[src/rtl/game_pkg.sv]
// game_pkg: shared definitions for the game flow controller.
//   - screen/state codes (4-bit, legacy numeric encoding)
//   - decoded keyboard scan codes (bit [8] is the extended-code flag)
//   - per-stage start coordinates for player and key
//   - small helpers for clamped movement and overlap distance
package game_pkg;

  localparam logic [3:0] ST_TITLE  = 4'd0;
  localparam logic [3:0] ST_STAGE1 = 4'd1;
  localparam logic [3:0] ST_SUCC1  = 4'd2;
  localparam logic [3:0] ST_STAGE2 = 4'd3;
  localparam logic [3:0] ST_SUCC2  = 4'd4;
  localparam logic [3:0] ST_STAGE3 = 4'd5;
  localparam logic [3:0] ST_SUCC3  = 4'd6;
  localparam logic [3:0] ST_FAIL3  = 4'd7;
  localparam logic [3:0] ST_STAFF  = 4'd8;

  localparam logic [8:0] KC_RSHIFT = 9'h059;
  localparam logic [8:0] KC_1      = 9'h069;
  localparam logic [8:0] KC_2      = 9'h072;
  localparam logic [8:0] KC_3      = 9'h07A;
  localparam logic [8:0] KC_W      = 9'h01D;
  localparam logic [8:0] KC_A      = 9'h01C;
  localparam logic [8:0] KC_S      = 9'h01B;
  localparam logic [8:0] KC_D      = 9'h023;
  localparam logic [8:0] KC_N      = 9'h031;
  localparam logic [8:0] KC_B      = 9'h032;
  localparam logic [8:0] KC_R      = 9'h02D;

  typedef struct packed {
    logic [8:0] px;
    logic [8:0] py;
    logic [8:0] kx;
    logic [8:0] ky;
  } stage_start_t;

  localparam stage_start_t START_STAGE1 = '{px: 9'd0,   py: 9'd0,   kx: 9'd288, ky: 9'd208};
  localparam stage_start_t START_STAGE2 = '{px: 9'd304, py: 9'd0,   kx: 9'd16,  ky: 9'd224};
  localparam stage_start_t START_STAGE3 = '{px: 9'd144, py: 9'd224, kx: 9'd144, ky: 9'd0};

  // Move toward 0 by step, saturating at 0.
  function automatic logic [8:0] step_down(input logic [8:0] v, input logic [8:0] step);
    return (v < step) ? 9'd0 : v - step;
  endfunction

  // Move away from 0 by step, saturating at max; the sum is formed in
  // 10 bits so a wrap past 511 can never look like a small value.
  function automatic logic [8:0] step_up(input logic [8:0] v, input logic [8:0] step,
                                         input logic [8:0] max);
    logic [9:0] sum;
    sum = {1'b0, v} + {1'b0, step};
    return (sum > {1'b0, max}) ? max : sum[8:0];
  endfunction

  function automatic logic [9:0] abs_diff(input logic [8:0] a, input logic [8:0] b);
    return (a >= b) ? {1'b0, a} - {1'b0, b} : {1'b0, b} - {1'b0, a};
  endfunction

endpackage

[src/rtl/game_flow_ctrl_stage_timer.sv]
// stage_timer: loadable 32-bit down-counter used as the stage-3 clock.
//   clk, rst        clock, asynchronous active-low reset
//   load, load_value  load count with load_value (wins over en)
//   clear           force count to 0 (wins over everything)
//   en              decrement by 1 while count is nonzero
//   count, zero     current value and count==0 flag
module stage_timer (
  input  logic        clk,
  input  logic        rst,
  input  logic        load,
  input  logic        en,
  input  logic        clear,
  input  logic [31:0] load_value,
  output logic [31:0] count,
  output logic        zero
);

  assign zero = (count == 32'd0);

  // NOTE: state registers use non-blocking (<=) assignments and an async
  // active-low reset in the sensitivity list; blocking assignments here
  // would create simulation/synthesis ordering mismatches.
  always_ff @(posedge clk or negedge rst) begin
    if (!rst) begin
      count <= 32'd0;
    end else if (clear) begin
      count <= 32'd0;
    end else if (load) begin
      count <= load_value;
    end else if (en && !zero) begin
      count <= count - 32'd1;
    end
  end

endmodule

[src/rtl/game_flow_ctrl.sv]
// game_flow_ctrl: screen sequencer for the game.
//   clk, rst       clock, asynchronous active-low reset
//   key_valid      one-cycle strobe for a decoded keyboard event
//   key_code       scan code (bit [8] = extended)
//   key_make       1 = press, 0 = release
//   state          current screen (TITLE..STAFF, see game_pkg)
//   player_x/y     player sprite position
//   key_x/y        key sprite position
//   time_left      remaining stage-3 cycles, 0 elsewhere
module game_flow_ctrl
  import game_pkg::*;
#(
  parameter logic [8:0]  STEP       = 9'd16,
  parameter logic [8:0]  X_MAX      = 9'd304,
  parameter logic [8:0]  Y_MAX      = 9'd224,
  parameter logic [8:0]  HIT        = 9'd16,
  parameter logic [31:0] TIME_LIMIT = 32'd1_500_000_000
) (
  input  logic        clk,
  input  logic        rst,
  input  logic        key_valid,
  input  logic [8:0]  key_code,
  input  logic        key_make,
  output logic [3:0]  state,
  output logic [8:0]  player_x,
  output logic [8:0]  player_y,
  output logic [8:0]  key_x,
  output logic [8:0]  key_y,
  output logic [31:0] time_left
);

  logic         press;
  logic         in_stage;
  logic         hit;
  logic         expire;
  logic         move_en;
  logic         enter_stage;
  logic [3:0]   next_state;
  logic         timer_zero;
  stage_start_t start;

  // Only make events drive the game; releases never do anything.
  assign press    = key_valid && key_make;
  assign in_stage = (state == ST_STAGE1) || (state == ST_STAGE2) || (state == ST_STAGE3);

  // Overlap is judged on the registered positions, so a winning move is
  // seen one edge after it lands.
  assign hit = in_stage
            && (abs_diff(player_x, key_x) < {1'b0, HIT})
            && (abs_diff(player_y, key_y) < {1'b0, HIT});

  // Expire on the edge where the counter reaches 0 (count is 1 now), or if
  // it is already 0 (e.g. a zero time budget).
  assign expire = (state == ST_STAGE3) && (timer_zero || (time_left == 32'd1));

  // NOTE: every signal written in this always_comb gets a default first,
  // so no path leaves one unassigned and no latch is inferred.
  always_comb begin
    next_state = state;
    move_en    = 1'b0;
    case (state)
      ST_TITLE: begin
        if (press && (key_code == KC_RSHIFT || key_code == KC_1)) next_state = ST_STAGE1;
        else if (press && key_code == KC_2)                       next_state = ST_STAGE2;
        else if (press && key_code == KC_3)                       next_state = ST_STAGE3;
      end
      ST_STAGE1, ST_STAGE2, ST_STAGE3: begin
        // Each SUCCn code is its STAGEn code plus one.
        if (hit)                              next_state = state + 4'd1;
        else if (expire)                      next_state = ST_FAIL3;
        else if (press && key_code == KC_B)   next_state = ST_TITLE;
        else                                  move_en    = 1'b1;
      end
      ST_SUCC1: begin
        if (press && key_code == KC_B)        next_state = ST_TITLE;
        else if (press && key_code == KC_N)   next_state = ST_STAGE2;
      end
      ST_SUCC2: begin
        if (press && key_code == KC_B)        next_state = ST_TITLE;
        else if (press && key_code == KC_N)   next_state = ST_STAGE3;
      end
      ST_SUCC3: begin
        if (press && key_code == KC_B)        next_state = ST_TITLE;
        else if (press && key_code == KC_N)   next_state = ST_STAFF;
      end
      ST_FAIL3: begin
        if (press && key_code == KC_B)        next_state = ST_TITLE;
        else if (press && key_code == KC_R)   next_state = ST_STAGE3;
      end
      ST_STAFF: begin
        if (press && (key_code == KC_N || key_code == KC_B)) next_state = ST_TITLE;
      end
      default: next_state = ST_TITLE;
    endcase
  end

  // A stage is (re)entered whenever the next screen is a stage the FSM is
  // not already in; this covers the FAIL3 -> STAGE3 retry.
  assign enter_stage = (next_state != state)
                    && ((next_state == ST_STAGE1) || (next_state == ST_STAGE2)
                        || (next_state == ST_STAGE3));

  always_comb begin
    case (next_state)
      ST_STAGE2: start = START_STAGE2;
      ST_STAGE3: start = START_STAGE3;
      default:   start = START_STAGE1;
    endcase
  end

  always_ff @(posedge clk or negedge rst) begin
    if (!rst) begin
      state <= ST_TITLE;
    end else begin
      state <= next_state;
    end
  end

  always_ff @(posedge clk or negedge rst) begin
    if (!rst) begin
      player_x <= 9'd0;
      player_y <= 9'd0;
      key_x    <= 9'd0;
      key_y    <= 9'd0;
    end else if (enter_stage) begin
      player_x <= start.px;
      player_y <= start.py;
      key_x    <= start.kx;
      key_y    <= start.ky;
    end else if (move_en && press) begin
      case (key_code)
        KC_W:    player_y <= step_down(player_y, STEP);
        KC_S:    player_y <= step_up(player_y, STEP, Y_MAX);
        KC_A:    player_x <= step_down(player_x, STEP);
        KC_D:    player_x <= step_up(player_x, STEP, X_MAX);
        default: ;
      endcase
    end
  end

  stage_timer u_stage3_timer (
    .clk        (clk),
    .rst        (rst),
    .load       (enter_stage && (next_state == ST_STAGE3)),
    .en         (state == ST_STAGE3),
    .clear      (next_state != ST_STAGE3),
    .load_value (TIME_LIMIT),
    .count      (time_left),
    .zero       (timer_zero)
  );

endmodule

[config.mk]
export PLATFORM = sky130hd
export DESIGN_NAME = game_flow_ctrl
export DESIGN_NICKNAME = d
export VERILOG_FILES = /design/src/rtl/game_pkg.sv /design/src/rtl/game_flow_ctrl_stage_timer.sv /design/src/rtl/game_flow_ctrl.sv
export SDC_FILE = /design/constraint.sdc
export NUM_CORES = 1
export LEC_CHECK = 0
export CORE_UTILIZATION = 70
export DETAILED_ROUTE_END_ITERATION = 8
export DONT_BUFFER_PORTS = 1
export GPL_ROUTABILITY_DRIVEN = 1
export PLACE_DENSITY = 0.92
export REMOVE_ABC_BUFFERS = 1
export SLEW_MARGIN = 20
export SYNTH_ARGS = -nofsm -noshare
export SYNTH_HDL_FRONTEND = slang
export SYNTH_HIERARCHICAL = 1
export SYNTH_SLANG_ARGS = --single-unit
[constraint.sdc]
create_clock -name clk -period 10 [get_ports clk]
set_input_delay 1.5 -clock clk [delete_from_list [all_inputs] [get_ports clk]]
set_output_delay 1.5 -clock clk [all_outputs]
set_load 0.05 [all_outputs]
==> results of run 1 <==
-- worst paths after layout --
| path | start | end | slack [ps] |
|---|---|---|---|
| setup / recovery | key_y[6]$_DFFE_PN0P_ | u_stage3_timer/count[3]$_DFFE_PN0P_ | 3060 |
| max in group asynchronous | rst | state[2]$_DFF_PN0_ | 9050 |
| hold / removal | u_stage3_timer/count[29]$_DFFE_PN0P_ | u_stage3_timer/count[29]$_DFFE_PN0P_ | 840 |
| setup reg to reg | key_y[6]$_DFFE_PN0P_ | u_stage3_timer/count[3]$_DFFE_PN0P_ | 3060 |
| min in group asynchronous | rst | u_stage3_timer/count[17]$_DFFE_PN0P_ | 870 |
| hold reg to reg | u_stage3_timer/count[29]$_DFFE_PN0P_ | u_stage3_timer/count[29]$_DFFE_PN0P_ | 840 |
-- layout by cell type (no fill, tap or decap), types with 5 or more instances in the layout --
cell,count
ha_1,28
o22ai_1,18
inv_1,34
nor2b_1,7
dfrtp_1,51
nor4_1,22
and3_1,6
nand4_1,15
nor3_1,29
nand3_1,15
or3_1,13
nor3b_1,5
and2_1,5
a2bb2oi_1,6
or4_1,9
clkbuf_8,5
o31ai_1,7
conb_1,50
o21ai_0,28
a22oi_1,6
nor2_1,45
a21o_1,6
a311oi_1,6
nand2_1,54
a21oi_1,38
a31oi_1,9
o311ai_0,7
o21ai_1,7
a211oi_1,14
-- cell type report --
type / instances / area (um2) / share of cell area
tap: 99 / 123.9 / 0.02326
clock inverter: 3 / 26.28 / 0.004934
multi-input combinational: 560 / 3675 / 0.6901
sequential: 51 / 1276 / 0.2397
inverter: 38 / 147.6 / 0.02773
timing repair buffer: 1 / 7.507 / 0.001410
clock buffer: 5 / 68.82 / 0.01292
-- registers in the layout, indices dropped and copies added (netlist names) --
register and flops:
key_x 3, u_stage3_timer/count 32, key_y 2, player_y 5, state 4, player_x 5
-- power by group through the flow --
stage          combinational, mW  clock, mW  sequential, mW
2_1_floorplan              0.327          0           0.349
3_3_place_gp               0.421          0           0.339
4_1_cts                    0.442      0.130           0.336
3_5_place_dp               0.440          0           0.341
6_report                   0.450      0.127           0.338
5_1_grt                    0.491      0.135           0.342
-- worst max-delay path, delay by kind of cell (launching register included) --
family / cells / cell delay, ps
AOI/OAI and AO/OA: 7 / 2120
buffers and inverters: 2 / 1220
muxes: 1 / 320
adders and majority gates: 1 / 500
DFF: 1 / 1030
and+or+nand+nor: 4 / 1590
-- per-stage QoR --
step | utilization | hold WS, ps | power, mW | area (um2) | instances
after CTS | 0.7335 | 846.1 | 0.9085 | 5320 | 757
after detailed placement | 0.7204 | 831.8 | 0.7804 | 5225 | 749
after floorplan | - | 783.5 | 0.6755 | 5094 | 649
after global placement | 0.7204 | 835.5 | 0.7603 | 5225 | 749
after global routing | 0.7342 | 851.6 | 0.9683 | 5325 | 757
final | 0.7342 | 842.5 | 0.9146 | 5325 | 757
-- metal layers --
metal  vias to the layer above  share of wire
li1                       2442              -
met1                      2501           0.40
met2                       351           0.48
met3                        40          0.095
met4                         0          0.022
met5                         -              0
-- kinds of logic (layout without fill, tap and decap cells) --
| family | Yosys count | after routing | share of synthesized area |
|---|---|---|---|
| compound gates | 201 | 201 | 0.2704 |
| xor+xnor | 7 | 7 | 0.01166 |
| fa+ha+maj | 31 | 31 | 0.07617 |
| buf+inv | 91 | 47 | 0.09331 |
| flops | 51 | 51 | 0.2428 |
| mux | 7 | 7 | 0.01404 |
| other cells | 2 | 50 | 0.001429 |
| simple gates | 264 | 264 | 0.2902 |
==> impl_metrics.yaml, run 1 <==
placement:
  dp_hpwl_um: 10460
  gp_congestion: 0.9227
  dp_slack_ps: 3238
  place.port_buffers: 0
synthesis:
  synthFlopType: "dfrtp_1"
  synth_edf_count: 0
  synth-seq-cells: 51
  synth.most_common_cell: "nand2_1"
  synth-seq-area-share: 0.2428
  async_reset_ff_frac: 1.000
  synth_top_cell_by_area: "dfrtp_1"
  netlist.area_leader.share: 0.2428
  syn_area_per_cell_um2: 8.037
  syn_area_um2: 5256
  ys_top_cells_by_count: "nand2_1 (54), dfrtp_1 (51), nor2_1 (45), a21oi_1 (38), inv_1 (34)"
  netlist_top_cells_area: "dfrtp_1 (24%), ha_1 (6.7%), nand2_1 (3.9%)"
  ys_types: 95
  syn_inst: 654
  ys_warn_count: 6
die:
  num_io_pins: 85
  dieArea_um2: 7860
  initial_utilization: 0.7247
  die_w_um: 88.66
  die_h_um: 88.66
  core_area_um2: 7253
  rows: 31
drt:
  drt_iter0_markers: 489
  dr.pass1.iters: 5
  wire_per_inst_um: 19.00
  route.detailed.drc: 0
  avgViaCountPerCell: 7.046
  via_count: 5334
  ant_nets: 0
  wl_um: 14380
cts:
  cts_resized: 0
  numClockSinks: 51
  hold_buffers: 0
  clk_latency_ps: 310
  clk_path_buf_depth: 2
  cts-root-buf: "clkbuf_8"
  cts_made_buffers: 5
  clk_pin_slew_ps: 100
  cts_tree: "built"
  post_cts_buffers: 0
  htreeDepth: 2
cells_and_area:
  antenna-diode-count: 0
  fillCellCount: 594
  final_nets: 700
  area_growth_pct: 1.309
  drive_gt1_frac: 0.06991
power_and_ir_drop:
  power.leakage_nw: 2.310
  p_comb_frac: 0.492
  p_switching_mw: 0.4650
  swShare: 0.5084
  clock_power_share: 0.139
  power.internal_mw: 0.4496
  vdd_ir_drop_max_mv: 0.1018
  power_density_nw_per_um2: 171.8
  p_seq_frac: 0.369
worst_setup_path:
  cp.required_ps: 10180
  path_max_fanout: 40
  crit_path_start_kind: "flip-flop"
  path_class: "flip-flop to flip-flop"
  cpPeakStageDelay_ps: 1030
  critPathCaptureType: "flip-flop"
  crit_arrival_ps: 7120
  cp_common_cell: "o31ai_1"
  critPathSlowestCell: "dfrtp_1"
  r2r_cells: 15
  worstPathCellList: "ha_1 -> a211o_1 -> nor3b_4 -> mux2i_1 -> o311ai_0 -> o31ai_1 -> a2bb2oi_1 -> a211oi_1 -> or3_1 -> or2_1 -> inv_2 -> inv_1 -> nand4_1 -> o31ai_1 -> a2111oi_0"
min_path:
  min_delay_path_depth: 2
  hold_path.class: "flip-flop to flip-flop"
global_routing:
  grt.met2_usage: 0.6161
  use_met1: 0.4741
  grt_pass1_vias: 4892
  grt_pass1_wl_um: 22790
  antenna_found_initial: 0
  busiest_layer: "met2"
  grt_usage: 0.3648
  grtUsageMet3: 0.05970
  grt_start_max_net_pins: 52
  grt_overflow: 0
sta:
  finClkSkew_ps: 4.344
  fin_ws_ps: 3057
  drv_slew: 0
  relSlewSlack: 0.2195
  tightest_slew_ps: 1160
  fin_crit_sh: 0.6943
  timing.fmax_mhz: 144.0
  grt_setup_unrepaired: "no"
  finalSetupViolCount: 0
  setup_tns_ps: 0
  finalHoldViolations: 0
  fin_crit_ps: 6943
status:
  status: "completed"
job:
  cap_violations: 0
No activity file was read; power rests on OpenSTA's default activity.
==> inputs of run 2 (changes only) <==
--- a/config.mk
+++ b/config.mk
@@ -5,11 +5,11 @@
 export SDC_FILE = /design/constraint.sdc
 export NUM_CORES = 1
 export LEC_CHECK = 0
-export CORE_UTILIZATION = 70
+export CORE_UTILIZATION = 66
 export DETAILED_ROUTE_END_ITERATION = 8
 export DONT_BUFFER_PORTS = 1
 export GPL_ROUTABILITY_DRIVEN = 1
-export PLACE_DENSITY = 0.92
+export PLACE_DENSITY = 0.88
 export REMOVE_ABC_BUFFERS = 1
 export SLEW_MARGIN = 20
 export SYNTH_ARGS = -nofsm -noshare
==> constraint.sdc (replaced) <==
create_clock -name clk -period 6.9 [get_ports clk]
set_input_delay 1.035 -clock clk [delete_from_list [all_inputs] [get_ports clk]]
set_output_delay 1.035 -clock clk [all_outputs]
set_load 0.05 [all_outputs]
==> run 2 against run 1 <==
Net effect: count of clock-buffer cells in the layout unchanged; critical path depth rose by 3; total power grew 44%; sequential cell count unchanged; design area up 0.80%; hold slack lost 450 ps; first-iteration DRC count fell by 11%; sequential power rose by 40%; non-clock buffer count is 5 higher; clock power is 46% higher; global-route usage down 1.3 points.
==> impl_metrics.yaml, run 2 (same netlist as run 1, synthesis figures left out) <==
status:
  status: "completed"
cells_and_area:
  final_nets: 705
  drive_gt1_frac: 0.07692
  antenna-diode-count: 0
  final_common_cell: "nand2_1"
  fin_cells: 765
  post-route-cell-area_um2: 5368
  layout_common_cells: "nand2_1 (54), dfrtp_1 (51), conb_1 (50), nor2_1 (45), a21oi_1 (38)"
  fin_util: 0.6946
  area_growth_pct: 2.119
  fillCellCount: 639
  largest_register_ffs: 32
  reg_top3: "u_stage3_timer/count x32, player_x x5, player_y x5"
  regMostFlops: "u_stage3_timer/count"
sta:
  relSlewSlack: 0.2645
  fin_crit_sh: 0.9085
  fin_crit_ps: 6268
  drv_slew: 0
  finalHoldViolations: 0
  timing.fmax_mhz: 159.5
  finalSetupViolCount: 0
  grt_setup_unrepaired: "no"
  hold_slack_ps: 394.2
  setup_tns_ps: 0
  tightest_slew_ps: 1099
  finClkSkew_ps: 13.44
worst_setup_path:
  r2r_start: "player_y[7]$_DFFE_PN0P_"
  r2r_cells: 18
  crit_arrival_ps: 6510
  reg2reg_slack_ps: 630
  r2r-end: "u_stage3_timer/count[27]$_DFFE_PN0P_"
  startpoint: "player_y[7]$_DFFE_PN0P_"
  cp.required_ps: 7140
  critPathCaptureType: "flip-flop"
  crit_path_start_kind: "flip-flop"
  path_max_fanout: 39
  path_class: "flip-flop to flip-flop"
die:
  rows: 32
  die_h_um: 91.24
  core_area_um2: 7727
  die_w_um: 91.24
  initial_utilization: 0.6802
  dieArea_um2: 8325
  num_io_pins: 85
min_path:
  hold_path.class: "input pin to async pin"
drt:
  ant_nets: 0
  drt_iter0_markers: 433
  avgViaCountPerCell: 6.886
  via_count: 5268
  wl_um: 14240
  dr.pass1.iters: 5
  route.detailed.drc: 0
  wire_per_inst_um: 18.61
placement:
  gp_congestion: 0.9873
  dp_cells: 757
  place.port_buffers: 0
  placed_cell_area_um2: 5266
  dp_hpwl_um: 10380
cts:
  clk_path_buf_depth: 2
  post_cts_buffers: 0
  numClockSinks: 51
  cts-root-buf: "clkbuf_8"
  cts_made_buffers: 5
  hold_buffers: 0
  clk_pin_slew_ps: 110
  htreeDepth: 2
  clk_latency_ps: 320
  cts_tree: "built"
  cts_resized: 0
global_routing:
  grt_usage: 0.3522
  grt_overflow: 0
  grt_pass1_vias: 4902
  grt_pass1_wl_um: 24050
  antenna_found_initial: 0
  grt_start_max_net_pins: 52
power_and_ir_drop:
  power.leakage_nw: 2.334
  vdd_ir_drop_max_mv: 0.1307
  power_density_nw_per_um2: 245.8
job:
  cap_violations: 0
## run 2: worst max path at each step
stage / depth (start not counted) / slack (ps) / endpoint
3_3_place_gp: 18 / 1090 / u_stage3_timer/count[27]$_DFFE_PN0P_
3_5_place_dp: 18 / 830 / u_stage3_timer/count[27]$_DFFE_PN0P_
5_1_grt: 17 / 250 / u_stage3_timer/count[16]$_DFFE_PN0P_
6_report: 18 / 630 / u_stage3_timer/count[27]$_DFFE_PN0P_
4_1_cts: 18 / 780 / u_stage3_timer/count[27]$_DFFE_PN0P_
2_1_floorplan: 19 / 840 / u_stage3_timer/count[20]$_DFFE_PN0P_
## run 2: worst max-delay path, cell delays in order (launching register included)
cell,delay [ps]
dfrtp_1,810
inv_1,190
ha_1,480
a211o_1,360
nor3b_4,280
mux2_2,390
o31ai_2,340
o31ai_1,230
a2bb2oi_1,190
a211oi_1,570
or3_1,200
buf_4,230
or2_1,260
inv_2,60
buf_4,260
nor2_1,880
nand2_1,130
a41o_1,240
o211ai_1,70
## run 2: cell type report
cell class,count,area (um2),share of cell area
well taps,102,127.6,0.02378
repair buffers,6,45.04,0.008392
multi-input cells,560,3676,0.6848
flip-flops and latches,51,1276,0.2378
clock buffers,5,68.82,0.01282
clock inverters,3,26.28,0.004895
inverters,38,147.6,0.02751
## run 2: metal layers
metal,part of all wire,global-route usage,routed length [um],vias to the layer above
met2,0.49,0.5859,6913,281
li1,-,-,-,2455
met4,0.023,0.1177,322,0
met3,0.085,0.06700,1205,38
met5,0,0,0,-
met1,0.41,0.4597,5797,2494
## run 2: metrics by stage
step / power, mW / setup slack [ps]
floorplan: 0.9789 / 840.0
global placement: 1.111 / 1088
CTS: 1.312 / 783.6
detailed placement: 1.123 / 825.4
finish: 1.319 / 631.5
global route: 1.409 / 245.3
## run 2: power by group
part,internal [mW],switching (mW),leakage (nW),total (mW)
logic,0.254,0.406,1.60,0.660
registers,0.325,0.149,0.685,0.473
clock network,0.0749,0.112,0.0491,0.186
total,0.653,0.666,2.33,1.32
==> inputs of run 3 (changes only) <==
--- a/config.mk
+++ b/config.mk
@@ -5,7 +5,9 @@
 export SDC_FILE = /design/constraint.sdc
 export NUM_CORES = 1
 export LEC_CHECK = 0
+export CORE_MARGIN = 8
 export CORE_UTILIZATION = 66
+export CTS_BUF_LIST = sky130_fd_sc_hd__clkbuf_8 sky130_fd_sc_hd__clkbuf_16
 export DETAILED_ROUTE_END_ITERATION = 8
 export DONT_BUFFER_PORTS = 1
 export GPL_ROUTABILITY_DRIVEN = 1
==> run 3 against run 2 <==
Net effect: global-route usage down 8.8 points; critical path depth fell by 2; clock power is 23% higher; die area is 33% higher; wire length up 6.7%; largest cell class unchanged.
==> impl_metrics.yaml, run 3 (same netlist as run 1, synthesis figures left out) <==
status:
  status: "completed"
sta:
  fin_crit_ps: 6204
  finalHoldViolations: 0
  drv_slew: 0
  tightest_slew_ps: 1122
  timing.fmax_mhz: 161.2
  finClkSkew_ps: 12.08
  grt_setup_unrepaired: "no"
  fin_crit_sh: 0.8992
  setup_tns_ps: 0
  relSlewSlack: 0.2492
  finalSetupViolCount: 0
global_routing:
  grt_usage: 0.2641
  grt_start_max_net_pins: 52
  grt_pass1_vias: 4958
  antenna_found_initial: 0
  grt_pass1_wl_um: 24710
  grt_overflow: 0
die:
  die_w_um: 105.2
  die_h_um: 105.2
  dieArea_um2: 11080
  core_area_um2: 7727
  num_io_pins: 85
  rows: 32
  initial_utilization: 0.6802
placement:
  dp_cells: 755
  gp_congestion: 0.9725
  dp_hpwl_um: 11040
  place.port_buffers: 0
cells_and_area:
  antenna-diode-count: 0
  drive_gt1_frac: 0.07564
  reg_top3: "u_stage3_timer/count x32, player_x x5, player_y x5"
  regMostFlops: "u_stage3_timer/count"
  layout_common_cells: "nand2_1 (54), dfrtp_1 (51), conb_1 (50), nor2_1 (45), a21oi_1 (38)"
  final_nets: 703
  fin_cells: 763
  final_common_cell: "nand2_1"
  largest_register_ffs: 32
  area_growth_pct: 2.428
  fin_util: 0.6967
drt:
  wl_um: 15190
  via_count: 5274
  route.detailed.drc: 0
  avgViaCountPerCell: 6.912
  dr.pass1.iters: 5
  drt_iter0_markers: 313
  wire_per_inst_um: 19.91
  ant_nets: 0
worst_setup_path:
  path_class: "flip-flop to flip-flop"
  critPathCaptureType: "flip-flop"
  crit_arrival_ps: 6450
  cp.required_ps: 7150
  path_max_fanout: 24
  crit_path_start_kind: "flip-flop"
power_and_ir_drop:
  p_switching_mw: 0.6750
  clock_power_share: 0.166
  power_density_nw_per_um2: 254.3
  vdd_ir_drop_max_mv: 0.1256
  swShare: 0.4930
  p_comb_frac: 0.471
  power.internal_mw: 0.6941
  power.leakage_nw: 2.338
  p_seq_frac: 0.362
cts:
  cts_tree: "built"
  clk_path_buf_depth: 2
  numClockSinks: 51
  htreeDepth: 2
  cts_resized: 0
  clk_latency_ps: 320
  clk_pin_slew_ps: 100
  cts_made_buffers: 5
  post_cts_buffers: 0
  hold_buffers: 0
  cts-root-buf: "clkbuf_8"
min_path:
  hold_path.class: "input pin to async pin"
job:
  cap_violations: 0
[run 3: power by group through the flow]
stage               registers [mW]  logic, mW  clock network [mW]
detailed placement           0.500      0.629                   0
global placement             0.497      0.611                   0
floorplan                    0.505      0.474                   0
global route                 0.501      0.696               0.242
CTS                          0.494      0.633               0.231
finish                       0.496      0.645               0.228
[run 3: metrics by stage]
stage	hold WS, ps	area (um2)	worst slack (ps)	power [mW]
after floorplan	739.4	5094	840.0	0.9789
after global placement	480.5	5251	1078	1.108
after detailed placement	495.0	5251	874.4	1.128
after CTS	381.7	5373	852.1	1.358
after global routing	374.5	5384	267.4	1.439
final	387.9	5384	695.6	1.369
[run 3: layout make-up]
| cell class | instances | area (um2) |
|---|---|---|
| sequential | 51 | 1276 |
| clock inverter | 2 | 38.79 |
| timing repair buffer | 4 | 30.03 |
| fill | 651 | 2344 |
| multi-input combinational | 560 | 3681 |
| tap | 102 | 127.6 |
| clock buffer | 6 | 82.58 |
| inverter | 38 | 147.6 |
[run 3: worst max-delay path: stages (launching register included)]
cell	delay, ps
dfrtp_1	740
inv_1	130
ha_1	280
nor3b_2	200
nand4_2	260
or4_1	750
inv_6	200
o21ai_0	330
o31ai_1	230
a2bb2oi_1	190
a211oi_1	540
or3_1	530
or2_1	340
inv_2	70
nor2_1	860
o311ai_0	330
o21ai_0	150
[run 3: metal layers]
| layer | vias to the layer above | global-route usage | wire length (um) |
|---|---|---|---|
| li1 | 2460 | - | - |
| met1 | 2496 | 0.3160 | 6050 |
| met2 | 271 | 0.4308 | 7185 |
| met3 | 47 | 0.07491 | 1465 |
| met4 | 0 | 0.1203 | 486 |
| met5 | - | 0 | 0 |
[run 3: final timing paths]
| check | startpoint | to | slack (ps) | depth (start not counted) |
|---|---|---|---|---|
| worst min register to register | key_y[6]$_DFFE_PN0P_ | key_y[6]$_DFFE_PN0P_ | 520 | 1 |
| min in group clk | key_y[6]$_DFFE_PN0P_ | key_y[6]$_DFFE_PN0P_ | 520 | 1 |
| worst min-delay path | rst | u_stage3_timer/count[17]$_DFFE_PN0P_ | 390 | 0 |
| worst max-delay path | u_stage3_timer/count[0]$_DFFE_PN0P_ | u_stage3_timer/count[16]$_DFFE_PN0P_ | 700 | 16 |
| max in group asynchronous | rst | key_x[5]$_DFFE_PN0P_ | 6390 | 0 |
| worst max register to register | u_stage3_timer/count[0]$_DFFE_PN0P_ | u_stage3_timer/count[16]$_DFFE_PN0P_ | 700 | 16 |
